## src/rtl/mux_rr_arbiter.sv

```systemverilog
// Round-robin arbiter for the shared NAND 4:1 MUX. It drives the MUX selects and a
// one-hot grant, and raises out_valid only after the select path has settled.
module mux_rr_arbiter #(
  parameter int SETTLE_CYCLES = 2,
  parameter int MAX_HOLD      = 8
) (
  input  logic       clk,
  input  logic       rst_n,
  input  logic [3:0] req,
  output logic [1:0] sel,
  output logic [3:0] gnt,
  output logic       out_valid,
  output logic       busy
);

  typedef enum logic [1:0] {
    ST_IDLE   = 2'd0,
    ST_SETTLE = 2'd1,
    ST_GRANT  = 2'd2
  } state_t;

  localparam logic [3:0] SETTLE_LD = 4'(SETTLE_CYCLES);
  localparam logic [7:0] HOLD_TOP  = 8'(MAX_HOLD - 1);

  // Scan last+1, last+2, last+3, last; the earliest index with a request wins.
  function automatic logic [2:0] f_pick(input logic [3:0] r, input logic [1:0] last);
    logic [1:0] idx;
    f_pick = 3'b000;
    for (int k = 4; k >= 1; k--) begin
      idx = last + 2'(k);
      if (r[idx]) begin
        f_pick = {1'b1, idx};
      end else begin
        f_pick = f_pick;
      end
    end
  endfunction

  function automatic logic [3:0] f_onehot(input logic [1:0] idx);
    f_onehot = 4'b0001 << idx;
  endfunction

  state_t     r_state, w_state_nxt;
  logic [1:0] r_sel, w_sel_nxt;
  logic [3:0] r_gnt, w_gnt_nxt;
  logic       r_out_valid, w_out_valid_nxt;
  logic       r_busy, w_busy_nxt;
  logic [1:0] r_last, w_last_nxt;
  logic [3:0] r_settle_cnt, w_settle_cnt_nxt;
  logic [7:0] r_hold_cnt, w_hold_cnt_nxt;

  logic [2:0] w_idle_pick;
  logic [2:0] w_leave_pick;
  logic       w_others;
  logic       w_leave;

  assign w_idle_pick  = f_pick(req, r_last);
  // On leaving, the owner becomes the new "last", so the scan starts from r_sel.
  assign w_leave_pick = f_pick(req, r_sel);
  assign w_others     = |(req & ~r_gnt);
  assign w_leave      = ~req[r_sel] |
                        ((r_state == ST_GRANT) & (r_hold_cnt == HOLD_TOP) & w_others);

  // Next-state and next-output computation.
  always_comb begin
    w_state_nxt      = r_state;
    w_sel_nxt        = r_sel;
    w_gnt_nxt        = r_gnt;
    w_out_valid_nxt  = r_out_valid;
    w_busy_nxt       = r_busy;
    w_last_nxt       = r_last;
    w_settle_cnt_nxt = r_settle_cnt;
    w_hold_cnt_nxt   = r_hold_cnt;
    case (r_state)
      ST_IDLE: begin
        if (w_idle_pick[2]) begin
          w_state_nxt      = ST_SETTLE;
          w_sel_nxt        = w_idle_pick[1:0];
          w_gnt_nxt        = f_onehot(w_idle_pick[1:0]);
          w_busy_nxt       = 1'b1;
          w_settle_cnt_nxt = SETTLE_LD;
        end else begin
          w_state_nxt = ST_IDLE;
        end
      end
      ST_SETTLE, ST_GRANT: begin
        if (w_leave) begin
          w_last_nxt      = r_sel;
          w_out_valid_nxt = 1'b0;
          w_hold_cnt_nxt  = 8'd0;
          if (w_leave_pick[2]) begin
            // Direct handoff: no idle bubble between owners.
            w_state_nxt      = ST_SETTLE;
            w_sel_nxt        = w_leave_pick[1:0];
            w_gnt_nxt        = f_onehot(w_leave_pick[1:0]);
            w_settle_cnt_nxt = SETTLE_LD;
          end else begin
            w_state_nxt      = ST_IDLE;
            w_gnt_nxt        = 4'b0000;
            w_busy_nxt       = 1'b0;
            w_settle_cnt_nxt = 4'd0;
          end
        end else if (r_state == ST_SETTLE) begin
          if (r_settle_cnt == 4'd1) begin
            w_state_nxt     = ST_GRANT;
            w_out_valid_nxt = 1'b1;
            w_hold_cnt_nxt  = 8'd0;
          end else begin
            w_settle_cnt_nxt = r_settle_cnt - 4'd1;
          end
        end else begin
          if (r_hold_cnt != HOLD_TOP) begin
            w_hold_cnt_nxt = r_hold_cnt + 8'd1;
          end else begin
            w_hold_cnt_nxt = r_hold_cnt;
          end
        end
      end
      default: begin
        w_state_nxt      = ST_IDLE;
        w_sel_nxt        = 2'b00;
        w_gnt_nxt        = 4'b0000;
        w_out_valid_nxt  = 1'b0;
        w_busy_nxt       = 1'b0;
        w_last_nxt       = 2'd3;
        w_settle_cnt_nxt = 4'd0;
        w_hold_cnt_nxt   = 8'd0;
      end
    endcase
  end

  // State and output registers; last=3 so the first grant after reset goes to req[0].
  always_ff @(posedge clk or negedge rst_n) begin
    if (!rst_n) begin
      r_state      <= ST_IDLE;
      r_sel        <= 2'b00;
      r_gnt        <= 4'b0000;
      r_out_valid  <= 1'b0;
      r_busy       <= 1'b0;
      r_last       <= 2'd3;
      r_settle_cnt <= 4'd0;
      r_hold_cnt   <= 8'd0;
    end else begin
      r_state      <= w_state_nxt;
      r_sel        <= w_sel_nxt;
      r_gnt        <= w_gnt_nxt;
      r_out_valid  <= w_out_valid_nxt;
      r_busy       <= w_busy_nxt;
      r_last       <= w_last_nxt;
      r_settle_cnt <= w_settle_cnt_nxt;
      r_hold_cnt   <= w_hold_cnt_nxt;
    end
  end

  assign sel       = r_sel;
  assign gnt       = r_gnt;
  assign out_valid = r_out_valid;
  assign busy      = r_busy;

endmodule
```

## config.mk

```make
export PLATFORM = sky130hd
export DESIGN_NAME = mux_rr_arbiter
export DESIGN_NICKNAME = d
export VERILOG_FILES = /design/src/rtl/mux_rr_arbiter.sv
export SDC_FILE = /design/constraint.sdc
export NUM_CORES = 1
export LEC_CHECK = 0
export CORE_ASPECT_RATIO = 1.4
export CORE_MARGIN = 10
export CORE_UTILIZATION = 55
export CTS_CLUSTER_SIZE = 12
export DETAILED_ROUTE_END_ITERATION = 12
export HOLD_SLACK_MARGIN = 0.03
export PLACE_DENSITY = 0.8
export SLEW_MARGIN = 20
export SYNTH_ARGS = -nofsm -noshare
export SYNTH_HDL_FRONTEND = slang
export SYNTH_SLANG_ARGS = --single-unit
```

## constraint.sdc

```tcl
create_clock -name clk -period 4.7 [get_ports clk]
set_input_delay 1.175 -clock clk [delete_from_list [all_inputs] [get_ports clk]]
set_output_delay 1.175 -clock clk [all_outputs]
set_load 0.005 [all_outputs]
```

==> results.py, run 1 <==
metrics = {
    "grt": {
        "grt_max_degree": 25,
        "grt_pass1_wl_um": 6996,
        "grtUsageMet2_pct": 27.78,
        "grt_pass1_vias": 1615,
        "grt_busiest_layer": "met2",
        "grt_overflow_total": 0,
        "grt_usage_pct": 15.40,
        "antenna_found_initial": 0,
        "use_met1_pct": 14.55,
        "use_met3_pct": 3.723,
    },
    "sta": {
        "maxSlewHeadroom_pct": 60.96,
        "maxSlewViolCount": 0,
        "max_clock_freq_mhz": 300.6,
        "worst_slew_pin_slew_ns": 0.5839,
        "tns_ns": 0,
        "grt_setup_unrepaired": "false",
        "finalHoldViolCount": 0,
        "timing.final.crit_share_pct": 70.79,
        "skew_ns": 0.001680,
        "setup_viol": 0,
        "fin_hold_ws_ns": 0.5357,
        "period_needed_ns": 3.327,
    },
    "critical_path": {
        "cp_num_buf_inv": 1,
        "cp_top_family": "compound AO/OA/AOI/OAI gates",
        "crit_start": "req[3]",
        "required_ns": 4.90,
        "path_depth": 7,
        "critPathSlowestCell": "clkdlybuf4s50_1",
        "startpoint_type": "input pin",
        "r2r_end": "r_hold_cnt[6]",
        "crit_path_end": "r_hold_cnt[6]",
        "slowest_delay_ns": 0.64,
        "crit_fanout": 13,
        "r2r_slack_ns": 2.18,
        "path_cells": "clkdlybuf4s50_1, nor2b_1, a2111oi_2, o211ai_2, o21ai_2, or4_1, a21oi_1",
        "cp_data_arrival_time_ns": 3.52,
        "r2r_cells": 8,
        "rr_startpoint": "r_state[0]",
        "endpoint_kind": "flip-flop",
        "critPathKind": "in2reg",
    },
    "final_layout": {
        "fin_nets": 215,
        "drive_above_1_share_pct": 7.960,
        "synthToLayoutAreaGrowth_pct": 11.83,
        "insertedDiodeCount": 0,
        "finalNonFillerCells": 238,
        "final_area_sq_mm": 0.001809,
        "fillers": 249,
    },
    "die": {
        "die_width_um": 65.84,
        "die_h_um": 84.17,
        "rows": 23,
        "die_area_sq_mm": 0.005541,
        "core-area_sq_mm": 0.002849,
        "start_util_pct": 56.79,
        "ios": 14,
    },
    "route": {
        "wl_um": 4036,
        "via_per_inst": 6.319,
        "vias": 1504,
        "detail-route-antenna-nets": 0,
        "drtPass1Iterations": 4,
        "drc_errors": 0,
        "dr.first_iter.drc_count": 120,
        "routedWlPerCell_um": 16.96,
    },
    "clock_network": {
        "hold_buffers": 0,
        "cts_made_buffers": 3,
        "clkLatencyLatePin_ns": 0.27,
        "cts.sinks": 24,
        "cts_root_buf": "clkbuf_8",
        "postCtsSetupRepairBufs": 0,
        "h-tree-depth": 1,
        "cts.clk_slew.worst_paths_ns": 0.08,
        "cts_max_path_buffers": 2,
        "cts_tree": "yes",
        "cts_resized": 0,
    },
    "logic_synthesis": {
        "synth_cell_types": 42,
        "yosys_warnings": 0,
        "syn_nets": 206,
        "ys.flop_type": "dfrtp_1",
        "syn_area_per_cell_sq_um": 8.382,
        "ys_seq_area_share_pct": 37.28,
        "synthArstFlopShare_pct": 100.0,
        "synth-seq-cells": 24,
        "synth_edf_count": 0,
        "synth_area_leader_cell": "dfrtp_1",
        "synth_top_cell_area_share_pct": 34.03,
        "syn_area_sq_mm": 0.001618,
        "synth_top_cells_by_area": "dfrtp_1 34%, a21oi_1 5.6%, ha_1 5.4%",
        "netlist_instances": 193,
    },
    "run": {
        "maxCapViolCount": 0,
    },
    "power_and_ir_drop": {
        "ir_drop_uv": 351.4,
        "p_leak_nw": 0.7690,
        "powerDensity_mw_per_mm2": 583.3,
        "fin_total_pwr_w": 0.001055,
    },
    "place": {
        "gp_congestion": 0.8560,
        "dp.cells": 234,
        "placed_area_sq_mm": 0.001759,
        "portBuffers": 13,
        "hpwl_um": 3009,
    },
    "status": {
        "status": "complete, no violations",
    },
    "hold_path": {
        "hold_class": "reg2reg",
    },
}
==> registers in the layout (all words and copies together), names as in the netlist <==
| name | cells |
|---|---|
| r_hold_cnt | 8 |
| gnt | 4 |
| r_settle_cnt | 4 |
| r_last | 2 |
| r_state | 2 |
| sel | 2 |
| busy | 1 |
| out_valid | 1 |
==> area by class of cell <==
| class | count | area (sq um) | area share [%] |
|---|---|---|---|
| multi-input combinational | 149 | 938.4 | 51.87 |
| sequential | 24 | 603.1 | 33.33 |
| timing repair buffer | 13 | 125.1 | 6.916 |
| clock buffer | 4 | 55.05 | 3.043 |
| tap | 37 | 46.29 | 2.559 |
| inverter | 11 | 41.29 | 2.282 |
==> cell usage after synthesis, types with 2 or more instances <==
cell type	n
mux2i_1	4
nand4_1	2
nor4_1	2
o31ai_1	3
nand2_1	23
o22a_1	2
nor3_1	4
nand2b_1	6
nor2_1	16
nor2b_1	5
dfstp_2	2
ha_1	7
inv_1	11
clkbuf_1	8
mux2_2	3
a31oi_1	3
a22o_1	5
a21oi_1	18
o22ai_1	4
nand3_1	6
nor3b_1	2
dfrtp_1	22
and3_1	2
o21ai_0	15
==> per-stage QoR <==
step	worst slack [ns]	util, %
after floorplan	2.005	-
after global placement	1.214	61.75
after detailed placement	1.134	61.75
after CTS	1.380	63.68
after global routing	1.254	63.50
final	1.373	63.50
==> power breakdown <==
part | switching (W) | internal, W
clock network | 0.0000665 | 0.0000748
registers | 0.0000684 | 0.000271
logic | 0.000332 | 0.000243
total | 0.000467 | 0.000588
==> cells in the final DEF, fill, tap and decap left out, drive strengths merged, types with 2 or more instances in the layout <==
cell           instances
dfrtp                 22
a21oi                 18
nor2                  16
nor3                   4
mux2i                  4
dfstp                  2
nor2b                  5
nand2b                 6
a31oi                  3
nand4                  2
o211ai                 2
clkdlybuf4s50         12
o22ai                  4
mux2                   3
nand2                 23
clkbuf                 4
and3                   2
o21ai                 17
nor3b                  3
nand3                  6
o31ai                  3
a22o                   5
nor4                   2
o22a                   2
ha                     7
inv                   11
==> how the worst min path moves through the flow <==
stage,start,end,cells after the start
2_1_floorplan,r_settle_cnt[1],r_settle_cnt[1],2
3_3_place_gp,r_settle_cnt[1],r_settle_cnt[1],2
5_1_grt,busy,busy,2
4_1_cts,r_hold_cnt[0],r_hold_cnt[0],1
3_5_place_dp,gnt[0],gnt[0],2
6_report,r_hold_cnt[0],r_hold_cnt[0],1
==> logic make-up (layout without fill, tap and decap cells) <==
group           Yosys count  in the layout  synth area share (%)
xor+xnor                  1              1                0.5415
mux                       7              7                 4.563
compound gates           62             62                 25.29
buf+inv                  20             28                 4.718
flops                    24             24                 37.28
fa+ha+maj                 7              7                 5.414
simple gates             72             72                 22.20
==> worst reg2reg max path: cells and delay by family (launching register included) <==
family / cells / cell delay, ns
fa+ha+maj: 1 / 0.14
flops: 1 / 0.42
compound gates: 3 / 0.91
buf+inv: 1 / 0.10
simple gates: 3 / 0.87
==> layer usage <==
layer | wire length, um | part of all wire, %
met1 | 1486 | 37
met2 | 2200 | 55
met3 | 191 | 4.7
met4 | 157 | 3.9
met5 | 0 | 0
Power figures use the tool's default switching activity.
==> inputs of run 2 (changes only) <==
clock period = 3.4 ns   (was 4.7 ns; I/O delays follow)
==> results.py, run 2 (synthesis results as in run 1) <==
metrics = {
    "hold_path": {
        "hold_class": "reg2reg",
    },
    "final_layout": {
        "fillers": 235,
        "fin_nets": 217,
        "layout_common_cells": "23 x nand2_1, 22 x dfrtp_1, 18 x a21oi_1, 16 x nor2_1, 15 x o21ai_0",
        "synthToLayoutAreaGrowth_pct": 14.08,
        "largest_register": "r_hold_cnt",
        "fin_util_pct": 64.78,
        "insertedDiodeCount": 0,
        "finalNonFillerCells": 240,
        "largest_reg_flops": 8,
        "final_common_cell": "nand2_1",
        "drive_above_1_share_pct": 8.374,
    },
    "clock_network": {
        "cts_resized": 0,
        "cts_made_buffers": 3,
        "h-tree-depth": 1,
        "clkLatencyLatePin_ns": 0.27,
        "cts_tree": "yes",
        "cts_root_buf": "clkbuf_8",
        "cts.sinks": 24,
        "cts_max_path_buffers": 2,
        "cts.clk_slew.worst_paths_ns": 0.08,
        "hold_buffers": 0,
        "postCtsSetupRepairBufs": 0,
    },
    "sta": {
        "skew_ns": 0.006577,
        "worst_slew_pin_slew_ns": 0.5810,
        "layout_setup_ws_ns": 0.5906,
        "setup_viol": 0,
        "grt_setup_unrepaired": "false",
        "tns_ns": 0,
        "period_needed_ns": 2.809,
        "maxSlewHeadroom_pct": 60.91,
        "maxSlewViolCount": 0,
        "max_clock_freq_mhz": 355.9,
        "finalHoldViolCount": 0,
        "fin_hold_ws_ns": 0.5228,
        "timing.final.crit_share_pct": 82.63,
    },
    "critical_path": {
        "endpoint_kind": "flip-flop",
        "required_ns": 3.59,
        "startpoint_type": "input pin",
        "crit_fanout": 9,
        "critPathKind": "in2reg",
        "cp_data_arrival_time_ns": 3.00,
    },
    "route": {
        "dr.first_iter.drc_count": 117,
        "via_per_inst": 6.246,
        "wl_met1_um": 1475,
        "wl_um": 3858,
        "routedWlPerCell_um": 16.08,
        "drc_errors": 0,
        "vias": 1499,
        "detail-route-antenna-nets": 0,
        "drtPass1Iterations": 4,
        "met2_length_um": 2086,
        "wl_met3_um": 172,
        "top_layer": "met4",
    },
    "power_and_ir_drop": {
        "p_leak_nw": 0.7852,
        "ir_drop_uv": 434.9,
        "powerDensity_mw_per_mm2": 815.2,
    },
    "die": {
        "ios": 14,
        "die_h_um": 84.17,
        "die_area_sq_mm": 0.005541,
        "die_width_um": 65.84,
        "start_util_pct": 56.79,
        "core-area_sq_mm": 0.002849,
        "rows": 23,
    },
    "place": {
        "gp_congestion": 0.9589,
        "dp.cells": 236,
        "dp_slack_ns": 0.3407,
        "hpwl_um": 2931,
        "portBuffers": 13,
    },
    "grt": {
        "grt_usage_pct": 14.22,
        "grt_max_degree": 25,
        "grt_pass1_wl_um": 6555,
        "antenna_found_initial": 0,
        "grt_pass1_vias": 1541,
        "grt_overflow_total": 0,
    },
    "run": {
        "maxCapViolCount": 0,
    },
    "status": {
        "status": "complete, no violations",
    },
}
==> run 2: changes by cell type in the layout (fill, tap and decap cells not counted) <==
cell | previous run | this run
buf_4 | 0 | 2
buf_2 | 1 | 0
bufinv_16 | 0 | 1
clkbuf_8 | 4 | 3
clkdlybuf4s50_1 | 12 | 13
==> run 2: power breakdown <==
group	leakage [nW]	internal [W]	switching [W]
Combinational	0.437	0.000344	0.000443
Clock	0.0357	0.000157	0.0000888
Sequential	0.312	0.000374	0.0000976
==> run 2: critical path, stage by stage <==
cell and delay, ns:
clkdlybuf4s50_1 0.64, nor2b_1 0.23, a2111oi_2 0.08, o211ai_2 0.33, o21ai_2 0.18, or4_1 0.53, a21oi_1 0.17
==> run 2: through the flow <==
stage / area (sq um) / power (W)
finish: 1846 / 0.001505
global route: 1846 / 0.001625
CTS: 1846 / 0.001509
detailed placement: 1774 / 0.001256
global placement: 1774 / 0.001216
floorplan: 1618 / 0.001015
==> run 2: routing by layer <==
layer	track usage (%)	up-vias
met1	14.35	728
met3	2.261	15
met4	8.203	0
li1	-	718
met5	0	-
met2	26.01	38
==> run 2: final cells by class <==
| type | count | area, sq um | share of cell area [%] |
|---|---|---|---|
| inverters | 11 | 41.29 | 2.237 |
| flip-flops and latches | 24 | 603.1 | 32.68 |
| well taps | 37 | 46.29 | 2.508 |
| repair buffers | 15 | 145.1 | 7.864 |
| clock buffers | 3 | 41.29 | 2.237 |
| clock inverters | 1 | 30.03 | 1.627 |
| multi-input cells | 149 | 938.4 | 50.85 |
==> run 2: path summary, 6_finish.rpt <==
kind                            start  depth (start not counted)  slack [ns]            end
setup / recovery               req[3]                          7        0.59  r_hold_cnt[6]
hold / removal                 gnt[0]                          2        0.52         gnt[0]
setup reg to reg           r_state[0]                          7        1.06         sel[1]
hold reg to reg                gnt[0]                          2        0.52         gnt[0]
max in group asynchronous       rst_n                          2        2.18      r_last[0]
min in group asynchronous       rst_n                          2        0.93           busy
